[src/rtl/wb_queue_if.sv]
// wb_queue_if: bundles the wb_queue MEM-stage handshake, load-response port,
// register-file write port, hazard query and status outputs.
// master: the pipeline side (drives instructions, load beats, hazard address).
// slave:  the write-back queue (drives in_ready, rf_*, hz_hit, occ, err_spurious).
interface wb_queue_if #(
    parameter int DATA_W = 32,
    parameter int REG_AW = 5,
    parameter int DEPTH  = 4
);
    localparam int OW = $clog2(DEPTH) + 1;
    logic              in_valid;
    logic              in_ready;
    logic [1:0]        in_sel;
    logic [REG_AW-1:0] in_dest;
    logic [DATA_W-1:0] alu_in;
    logic [DATA_W-1:0] pc_in;
    logic              mem_rvalid;
    logic [DATA_W-1:0] mem_rdata;
    logic              rf_we;
    logic [REG_AW-1:0] rf_waddr;
    logic [DATA_W-1:0] rf_wdata;
    logic [REG_AW-1:0] hz_addr;
    logic              hz_hit;
    logic [OW-1:0]     occ;
    logic              err_spurious;
    modport master (
        output in_valid, in_sel, in_dest, alu_in, pc_in, mem_rvalid, mem_rdata, hz_addr,
        input  in_ready, rf_we, rf_waddr, rf_wdata, hz_hit, occ, err_spurious
    );
    modport slave (
        input  in_valid, in_sel, in_dest, alu_in, pc_in, mem_rvalid, mem_rdata, hz_addr,
        output in_ready, rf_we, rf_waddr, rf_wdata, hz_hit, occ, err_spurious
    );
endinterface

[src/rtl/wb_queue.sv]
// wb_queue: in-order MIPS write-back queue selecting ALU / load / link results.
// Ports: clk (rising edge), rst (asynchronous, active-high),
//        q (wb_queue_if.slave): in_valid/in_ready/in_sel/in_dest/alu_in/pc_in from MEM,
//        mem_rvalid/mem_rdata load beats (program order), registered rf_we/rf_waddr/rf_wdata,
//        hz_addr/hz_hit pending-write query, occ entry count, sticky err_spurious.
// Optional: define WB_BYPASS_EN to let a non-MEM entry arriving at an empty queue
//           load the register-file write port directly (one cycle sooner).
module wb_queue #(
    parameter int DATA_W   = 32,
    parameter int REG_AW   = 5,
    parameter int DEPTH    = 4,
    parameter int LINK_INC = 1
) (
    input logic       clk,
    input logic       rst,
    wb_queue_if.slave q
);
    localparam int PW = $clog2(DEPTH);
    localparam int OW = PW + 1;
    logic [REG_AW-1:0] dest_q [DEPTH];
    logic [DATA_W-1:0] data_q [DEPTH];
    logic [DEPTH-1:0]  mem_q, done_q;
    logic [PW-1:0]     head_q, tail_q, fill_idx;
    logic [OW-1:0]     occ_q;
    logic              rf_we_q, err_q, fill_hit, q_hit;
    logic [REG_AW-1:0] rf_waddr_q;
    logic [DATA_W-1:0] rf_wdata_q, in_data;
    logic              accept, is_mem, retire, byp, enq;
    assign q.in_ready     = occ_q != OW'(DEPTH);
    assign q.occ          = occ_q;
    assign q.rf_we        = rf_we_q;
    assign q.rf_waddr     = rf_waddr_q;
    assign q.rf_wdata     = rf_wdata_q;
    assign q.err_spurious = err_q;
    assign accept  = q.in_valid && q.in_ready;
    assign is_mem  = q.in_sel == 2'b01;
    assign in_data = q.in_sel == 2'b10 ? q.pc_in + DATA_W'(LINK_INC) : q.alu_in;
    assign retire  = occ_q != '0 && done_q[head_q];
`ifdef WB_BYPASS_EN
    // An empty queue cannot retire, so the output registers are free for the new entry.
    assign byp = accept && !is_mem && occ_q == '0;
`else
    assign byp = 1'b0;
`endif
    assign enq = accept && !byp;
    // Oldest valid load still waiting for data; beats arrive in program order.
    always_comb begin
        fill_hit = 1'b0;
        fill_idx = head_q;
        for (int i = 0; i < DEPTH; i++) begin
            if (!fill_hit && OW'(i) < occ_q && mem_q[head_q + PW'(i)] && !done_q[head_q + PW'(i)]) begin
                fill_hit = 1'b1;
                fill_idx = head_q + PW'(i);
            end
        end
    end
    always_comb begin
        q_hit = 1'b0;
        for (int i = 0; i < DEPTH; i++) begin
            if (OW'(i) < occ_q && dest_q[head_q + PW'(i)] == q.hz_addr) q_hit = 1'b1;
        end
    end
    assign q.hz_hit = q.hz_addr != '0 && (q_hit || (rf_we_q && rf_waddr_q == q.hz_addr));
    always_ff @(posedge clk or posedge rst) begin
        if (rst) begin
            head_q     <= '0;
            tail_q     <= '0;
            occ_q      <= '0;
            mem_q      <= '0;
            done_q     <= '0;
            rf_we_q    <= 1'b0;
            rf_waddr_q <= '0;
            rf_wdata_q <= '0;
            err_q      <= 1'b0;
        end else begin
            if (enq) begin
                mem_q[tail_q]  <= is_mem;
                done_q[tail_q] <= !is_mem;
                tail_q         <= tail_q + 1'b1;
            end
            if (q.mem_rvalid && fill_hit) done_q[fill_idx] <= 1'b1;
            if (q.mem_rvalid && !fill_hit) err_q <= 1'b1;
            if (retire) head_q <= head_q + 1'b1;
            occ_q   <= occ_q + OW'(enq) - OW'(retire);
            rf_we_q <= retire ? dest_q[head_q] != '0 : byp && q.in_dest != '0;
            if (retire) begin
                rf_waddr_q <= dest_q[head_q];
                rf_wdata_q <= data_q[head_q];
            end else if (byp) begin
                rf_waddr_q <= q.in_dest;
                rf_wdata_q <= in_data;
            end
        end
    end
    // Payload storage needs no reset: validity is tracked by occ/head.
    always_ff @(posedge clk) begin
        if (enq) begin
            dest_q[tail_q] <= q.in_dest;
            data_q[tail_q] <= in_data;
        end
        if (q.mem_rvalid && fill_hit) data_q[fill_idx] <= q.mem_rdata;
    end
endmodule

[src/flat_wrapper.sv]
// flat-port wrapper written by rule: the top's interface ports become plain ports
module wb_queue_flat 
#(
    parameter int DATA_W   = 32,
    parameter int REG_AW   = 5,
    parameter int DEPTH    = 4,
    parameter int LINK_INC = 1
)
  (clk, rst, q_in_valid, q_in_sel, q_in_dest, q_alu_in, q_pc_in, q_mem_rvalid, q_mem_rdata, q_hz_addr, q_in_ready, q_rf_we, q_rf_waddr, q_rf_wdata, q_hz_hit, q_occ, q_err_spurious);
  wb_queue_if #(.DATA_W(DATA_W), .REG_AW(REG_AW), .DEPTH(DEPTH)) q_i ();
  input logic clk;
  input logic rst;
  input wire logic [$bits(q_i.in_valid)-1:0] q_in_valid;
  input wire logic [$bits(q_i.in_sel)-1:0] q_in_sel;
  input wire logic [$bits(q_i.in_dest)-1:0] q_in_dest;
  input wire logic [$bits(q_i.alu_in)-1:0] q_alu_in;
  input wire logic [$bits(q_i.pc_in)-1:0] q_pc_in;
  input wire logic [$bits(q_i.mem_rvalid)-1:0] q_mem_rvalid;
  input wire logic [$bits(q_i.mem_rdata)-1:0] q_mem_rdata;
  input wire logic [$bits(q_i.hz_addr)-1:0] q_hz_addr;
  output wire logic [$bits(q_i.in_ready)-1:0] q_in_ready;
  output wire logic [$bits(q_i.rf_we)-1:0] q_rf_we;
  output wire logic [$bits(q_i.rf_waddr)-1:0] q_rf_waddr;
  output wire logic [$bits(q_i.rf_wdata)-1:0] q_rf_wdata;
  output wire logic [$bits(q_i.hz_hit)-1:0] q_hz_hit;
  output wire logic [$bits(q_i.occ)-1:0] q_occ;
  output wire logic [$bits(q_i.err_spurious)-1:0] q_err_spurious;
  assign q_i.in_valid = q_in_valid;
  assign q_i.in_sel = q_in_sel;
  assign q_i.in_dest = q_in_dest;
  assign q_i.alu_in = q_alu_in;
  assign q_i.pc_in = q_pc_in;
  assign q_i.mem_rvalid = q_mem_rvalid;
  assign q_i.mem_rdata = q_mem_rdata;
  assign q_i.hz_addr = q_hz_addr;
  assign q_in_ready = q_i.in_ready;
  assign q_rf_we = q_i.rf_we;
  assign q_rf_waddr = q_i.rf_waddr;
  assign q_rf_wdata = q_i.rf_wdata;
  assign q_hz_hit = q_i.hz_hit;
  assign q_occ = q_i.occ;
  assign q_err_spurious = q_i.err_spurious;
  wb_queue #(.DATA_W(DATA_W), .REG_AW(REG_AW), .DEPTH(DEPTH), .LINK_INC(LINK_INC)) u_core (.clk(clk), .rst(rst), .q(q_i));
endmodule
[config.mk]
export PLATFORM = sky130hd
export DESIGN_NAME = wb_queue_flat
export DESIGN_NICKNAME = d
export VERILOG_FILES = /design/src/rtl/wb_queue_if.sv /design/src/rtl/wb_queue.sv /design/src/flat_wrapper.sv
export SDC_FILE = /design/constraint.sdc
export NUM_CORES = 1
export LEC_CHECK = 0
export ABC_AREA = 1
export CORE_MARGIN = 10
export CORE_UTILIZATION = 35
export CTS_CLUSTER_SIZE = 14
export DETAILED_ROUTE_END_ITERATION = 6
export MAX_ROUTING_LAYER = met4
export SYNTH_ARGS = -nofsm -noshare
export SYNTH_HDL_FRONTEND = slang
export SYNTH_SLANG_ARGS = --single-unit
[constraint.sdc]
create_clock -name clk -period 3.4 [get_ports clk]
set_input_delay 0.34 -clock clk [delete_from_list [all_inputs] [get_ports clk]]
set_output_delay 0.34 -clock clk [all_outputs]
set_load 0.01 [all_outputs]
==> reports/results.txt <==
After routing the design area is 0.0146 mm². The tools report the cell total after placement as 2026. After clock tree synthesis, the clock-pin slew on the worst setup and hold paths is 0.06 ns. The flow ran to the end, and the final reports show no timing, DRC or antenna violations.

The tightest min-delay check is of the input port to async pin type. The post-route netlist has 6.34% of its cells at a drive strength greater than 1. The endpoint identified for the worst register-to-register timing path is u_core.data_q[1][24].

After synthesis the netlist holds a flip-flop and latch count of 202. The clock buffer count from CTS was 23. TritonCTS built the clock tree. The initialized floorplan defines 67 standard-cell rows. For the distinct cell type count of the synthesized netlist, the log shows 41.

The largest single stage delay on the critical path is 0.54 ns. The run gives 10900 as the total via count after detailed routing. The fmax came out at 315 MHz. Yosys attributes the largest share of cell area to sky130_fd_sc_hd__edfxtp_1 (37%), sky130_fd_sc_hd__nand2_1 (20%), sky130_fd_sc_hd__dfrtp_1 (11%), sky130_fd_sc_hd__nand4_1 (8.7%), sky130_fd_sc_hd__nand3_1 (5.6%). Using the TritonRoute via totals, the vias-per-cell ratio works out to 5.25. For the pin with the worst max-slew slack, the measured transition is 1.01 ns.

The worst setup path is of the flop to primary output kind. After routing, the total negative slack on setup checks comes to 0 ns. Most common flop cell mapped by yosys: sky130_fd_sc_hd__edfxtp_1.

Summing all placed instances gives a cell area of 0.0138 mm². STA puts the critical path data required time at 3.06 ns. Arrival time of the worst setup path: 2.84 ns. Summing all flip-flop and latch instances after layout gives 0.00580 mm².

Of the available clock period, the critical path in the final layout requires 93.5%. The final cell count without fillers came out at 2074. The number of I/O port buffers was 155; the die width was 204 µm. The run gives 0 as the final hold violation count.

The most common cell in the netlist is sky130_fd_sc_hd__nand2_1. The startpoint identified for the worst register-to-register timing path is u_core.head_q[0]. The share of the Yosys chip area taken by registers is 48.7%. The hold-fix buffer count after cts is 0. Residual DRC count: 0.

The worst register-to-register path has a depth of 15. The run gives 43.5% as the final cell utilization of the core. The number of nets in the synthesized netlist is 1610. The cell repeated most along the worst path was sky130_fd_sc_hd__nor2_1. Dividing the detail-routed wire length by the instance count gives 18.8 µm.

Global-route wire length before repair: 60700 µm. Counting along the longest clock path gives a buffer depth of 3. The tools report the netlist area before placement as 0.0119 mm². The chip height was 204 µm. IR analysis of the VDD net gives a maximum drop of 933 µV.

For this configuration, the core starts out at a cell density of 35.5%. The number of violations of the max-capacitance limit came out at 0. The maximum net fanout on the critical path works out to 37. The buffering stage count on the worst path with inverters included works out to 2. The tools report the sum of net half-perimeters after detailed placement as 25800 µm. Counting the fill cells in the layout gives 3363.

The number of slew-limit violations in the final report was 0. The final setup violation count was 0. Traced cell by cell, the critical path runs through buf_8, nand2_1, nand2_1, o21ai_0, o21ai_0, nor2_1, nand3_1, nand3_1, nor2_1, nor2_1, clkdlybuf4s50_1.

The tree is rooted in a sky130_fd_sc_hd__clkbuf_16. The number of cells produced by synthesis is 1488, and the worst setup skew after layout is 0.0238 ns. STA classifies the critical path startpoint as a flop. The dominant delay contributor by cell family on the critical path was buffers and inverters. The share of synthesized area in the top cell type comes to 37.4%. Relative to the synthesized area, the layout overhead comes to 22.5%.

The initial antenna violation count was 1; the placer congestion estimate was 0.904. Counting flops with a built-in enable in the synthesized netlist gives 148. For this run, the total global-route usage over all layers was measured as 18.8%.

The final critical-path required period was 3.18 ns. The total number of clock tree sinks was 202. For the worst-skew pair, the clock arrives at the later sink with an insertion delay of 0.53 ns. The total grt overflow is 0, and the mean instance size in the synthesized netlist is 8.00 µm². The routed design has 39100 µm of wire.

The worst relative slew slack was 32.7%; the area of the multi-input gates was 0.00533 mm². The H-tree depth was 1; the leakage power total was 0.00629 µW. In this run, the number of DRC markers left after iteration 0 of detailed routing was 909. Number of iterations in the first detailed-routing pass: 5.

Dividing total power by cell area gives a power density of 957 mW/mm². The placeable core area came out at 0.0335 mm². Across all register-to-register paths, the minimum setup slack is 0.50 ns.

Hold timing on the final database bottoms out at a slack of 0.354 ns. For the layout net count, the log shows 1730. Sorting the synthesized cells by how often they occur yields sky130_fd_sc_hd__nand2_1 (628), sky130_fd_sc_hd__nand4_1 (166), sky130_fd_sc_hd__edfxtp_1 (148).

The detail route stage leaves a number of antenna-violating nets equal to 0. Yosys printed 0 warnings. The tools report the maximum number of pins on one net before global-route repair as 77.

The slowest stage of the critical path is the sky130_fd_sc_hd__clkdlybuf4s50_1 cell. Summed over all instances, the cell type with the most area after synthesis is sky130_fd_sc_hd__edfxtp_1. Share of flip-flops with an asynchronous set or reset: 26.7%. The endpoint class of the critical path is a primary output. Via count of the first global-routing pass: 10800. The overall die area is 0.0418 mm². For the number of primary I/O pins, the log shows 156.
## sequential cells by signal, summed over array words and instances, names as in the netlist
register	flops
u_core.q.rf_wdata	32
u_core.head_q	2
u_core.done_q	4
u_core.tail_q	2
u_core.q.rf_we	1
u_core.q.err_spurious	1
u_core.mem_q	4
u_core.q.rf_waddr	5
u_core.data_q	128
u_core.dest_q	20
u_core.q.occ	3
## layout by cell type (no fill, tap or decap), drive strengths merged
master,synthesis,layout
a31oi,1,1
nor2,46,46
a21boi,1,1
or2,1,1
clkbuf,35,25
a31o,1,1
bufinv,0,2
dfrtp,54,54
nand2,636,636
edfxtp,148,148
o21bai,2,2
o21ai,62,62
inv,60,61
nor3,8,8
ha,9,9
nand4,166,166
clkinvlp,0,2
and2,1,1
clkdlybuf4s50,0,155
nor3b,1,1
nor4,1,1
xor2,26,26
o22ai,2,2
o211ai,2,2
fa,1,1
nand3,138,138
a21oi,3,3
o31ai,1,1
buf,67,41
diode,0,1
xnor2,14,14
clkinv,1,14
## logic make-up after synthesis
family | after synthesis | synth area share [%]
AOI/OAI and AO/OA | 75 | 3.47
DFF | 202 | 48.7
buffers and inverters | 163 | 6.55
xor gates and xnor gates | 40 | 2.94
and+or+nand+nor | 998 | 37.2
adders and majority gates | 10 | 1.11
## area by class of cell
| type | count | area share (%) |
|---|---|---|
| flip-flops and latches | 202 | 39.8 |
| multi-input cells | 1123 | 36.5 |
| repair buffers | 196 | 13.1 |
| clock buffers | 25 | 4.00 |
| well taps | 448 | 3.85 |
| inverters | 61 | 1.67 |
| clock inverters | 17 | 1.00 |
| repair inverters | 1 | 0.0601 |
| diodes | 1 | 0.0172 |
## worst register-to-register path, stage by stage, from the launching register on
cell                      delay, ns
sky130_fd_sc_hd__dfrtp_2       0.48
sky130_fd_sc_hd__buf_4         0.18
sky130_fd_sc_hd__inv_6         0.16
sky130_fd_sc_hd__nand2_1       0.09
sky130_fd_sc_hd__nand2_1       0.08
sky130_fd_sc_hd__nand2_1       0.05
sky130_fd_sc_hd__nand2_1       0.10
sky130_fd_sc_hd__nand2_1       0.10
sky130_fd_sc_hd__nand3_1       0.10
sky130_fd_sc_hd__nor2_1        0.05
sky130_fd_sc_hd__nor2_1        0.18
sky130_fd_sc_hd__nand3_1       0.11
sky130_fd_sc_hd__nand2_2       0.16
sky130_fd_sc_hd__nand3_2       0.27
sky130_fd_sc_hd__nand2_1       0.24
sky130_fd_sc_hd__buf_12        0.24
## worst max path at each step
stage               slack (ns)  cells after the start              endpoint        startpoint
CTS                       0.03                     11              q_hz_hit  u_core.head_q[0]
detailed placement        0.36                     13  u_core.data_q[2][25]        q_pc_in[0]
global route            -0.003                     12              q_hz_hit  u_core.head_q[0]
global placement          0.39                     16  u_core.data_q[3][28]        q_pc_in[0]
finish                    0.22                     11              q_hz_hit  u_core.head_q[0]
floorplan                 0.51                     17   u_core.data_q[0][0]  u_core.head_q[0]
## timing repair
action / 4_1_cts / 5_1_grt
resized for setup: 2 / 9
setup endpoints to repair: 1 / 1
hold endpoints to repair: 0 / 0
gates cloned: 0 / 1
setup buffers: 0 / 4
## metrics by stage
| stage | setup WS (ns) | total power [µW] |
|---|---|---|
| after CTS | 0.0282 | 14000 |
| final | 0.222 | 13900 |
| after detailed placement | 0.357 | 11500 |
| after global routing | -0.00293 | 14900 |
| after floorplan | 0.511 | 9090 |
| after global placement | 0.389 | 11400 |
## layer usage
layer | part of all wire, % | global-route usage [%] | up-vias | wire length, µm
met3 | 5.6 | 2.54 | 63 | 2190
met1 | 44 | 23.3 | 5134 | 17100
met2 | 49 | 31.4 | 381 | 19000
met5 | 0 | - | - | 0
li1 | - | - | 5307 | -
met4 | 2.0 | 5.40 | 0 | 779
## power breakdown
group	switching [µW]	total, µW	internal [µW]
clock network	1030	2420	1400
logic	5180	7340	2160
registers	379	4190	3810
Note: power is estimated with default switching activity, not from simulation.
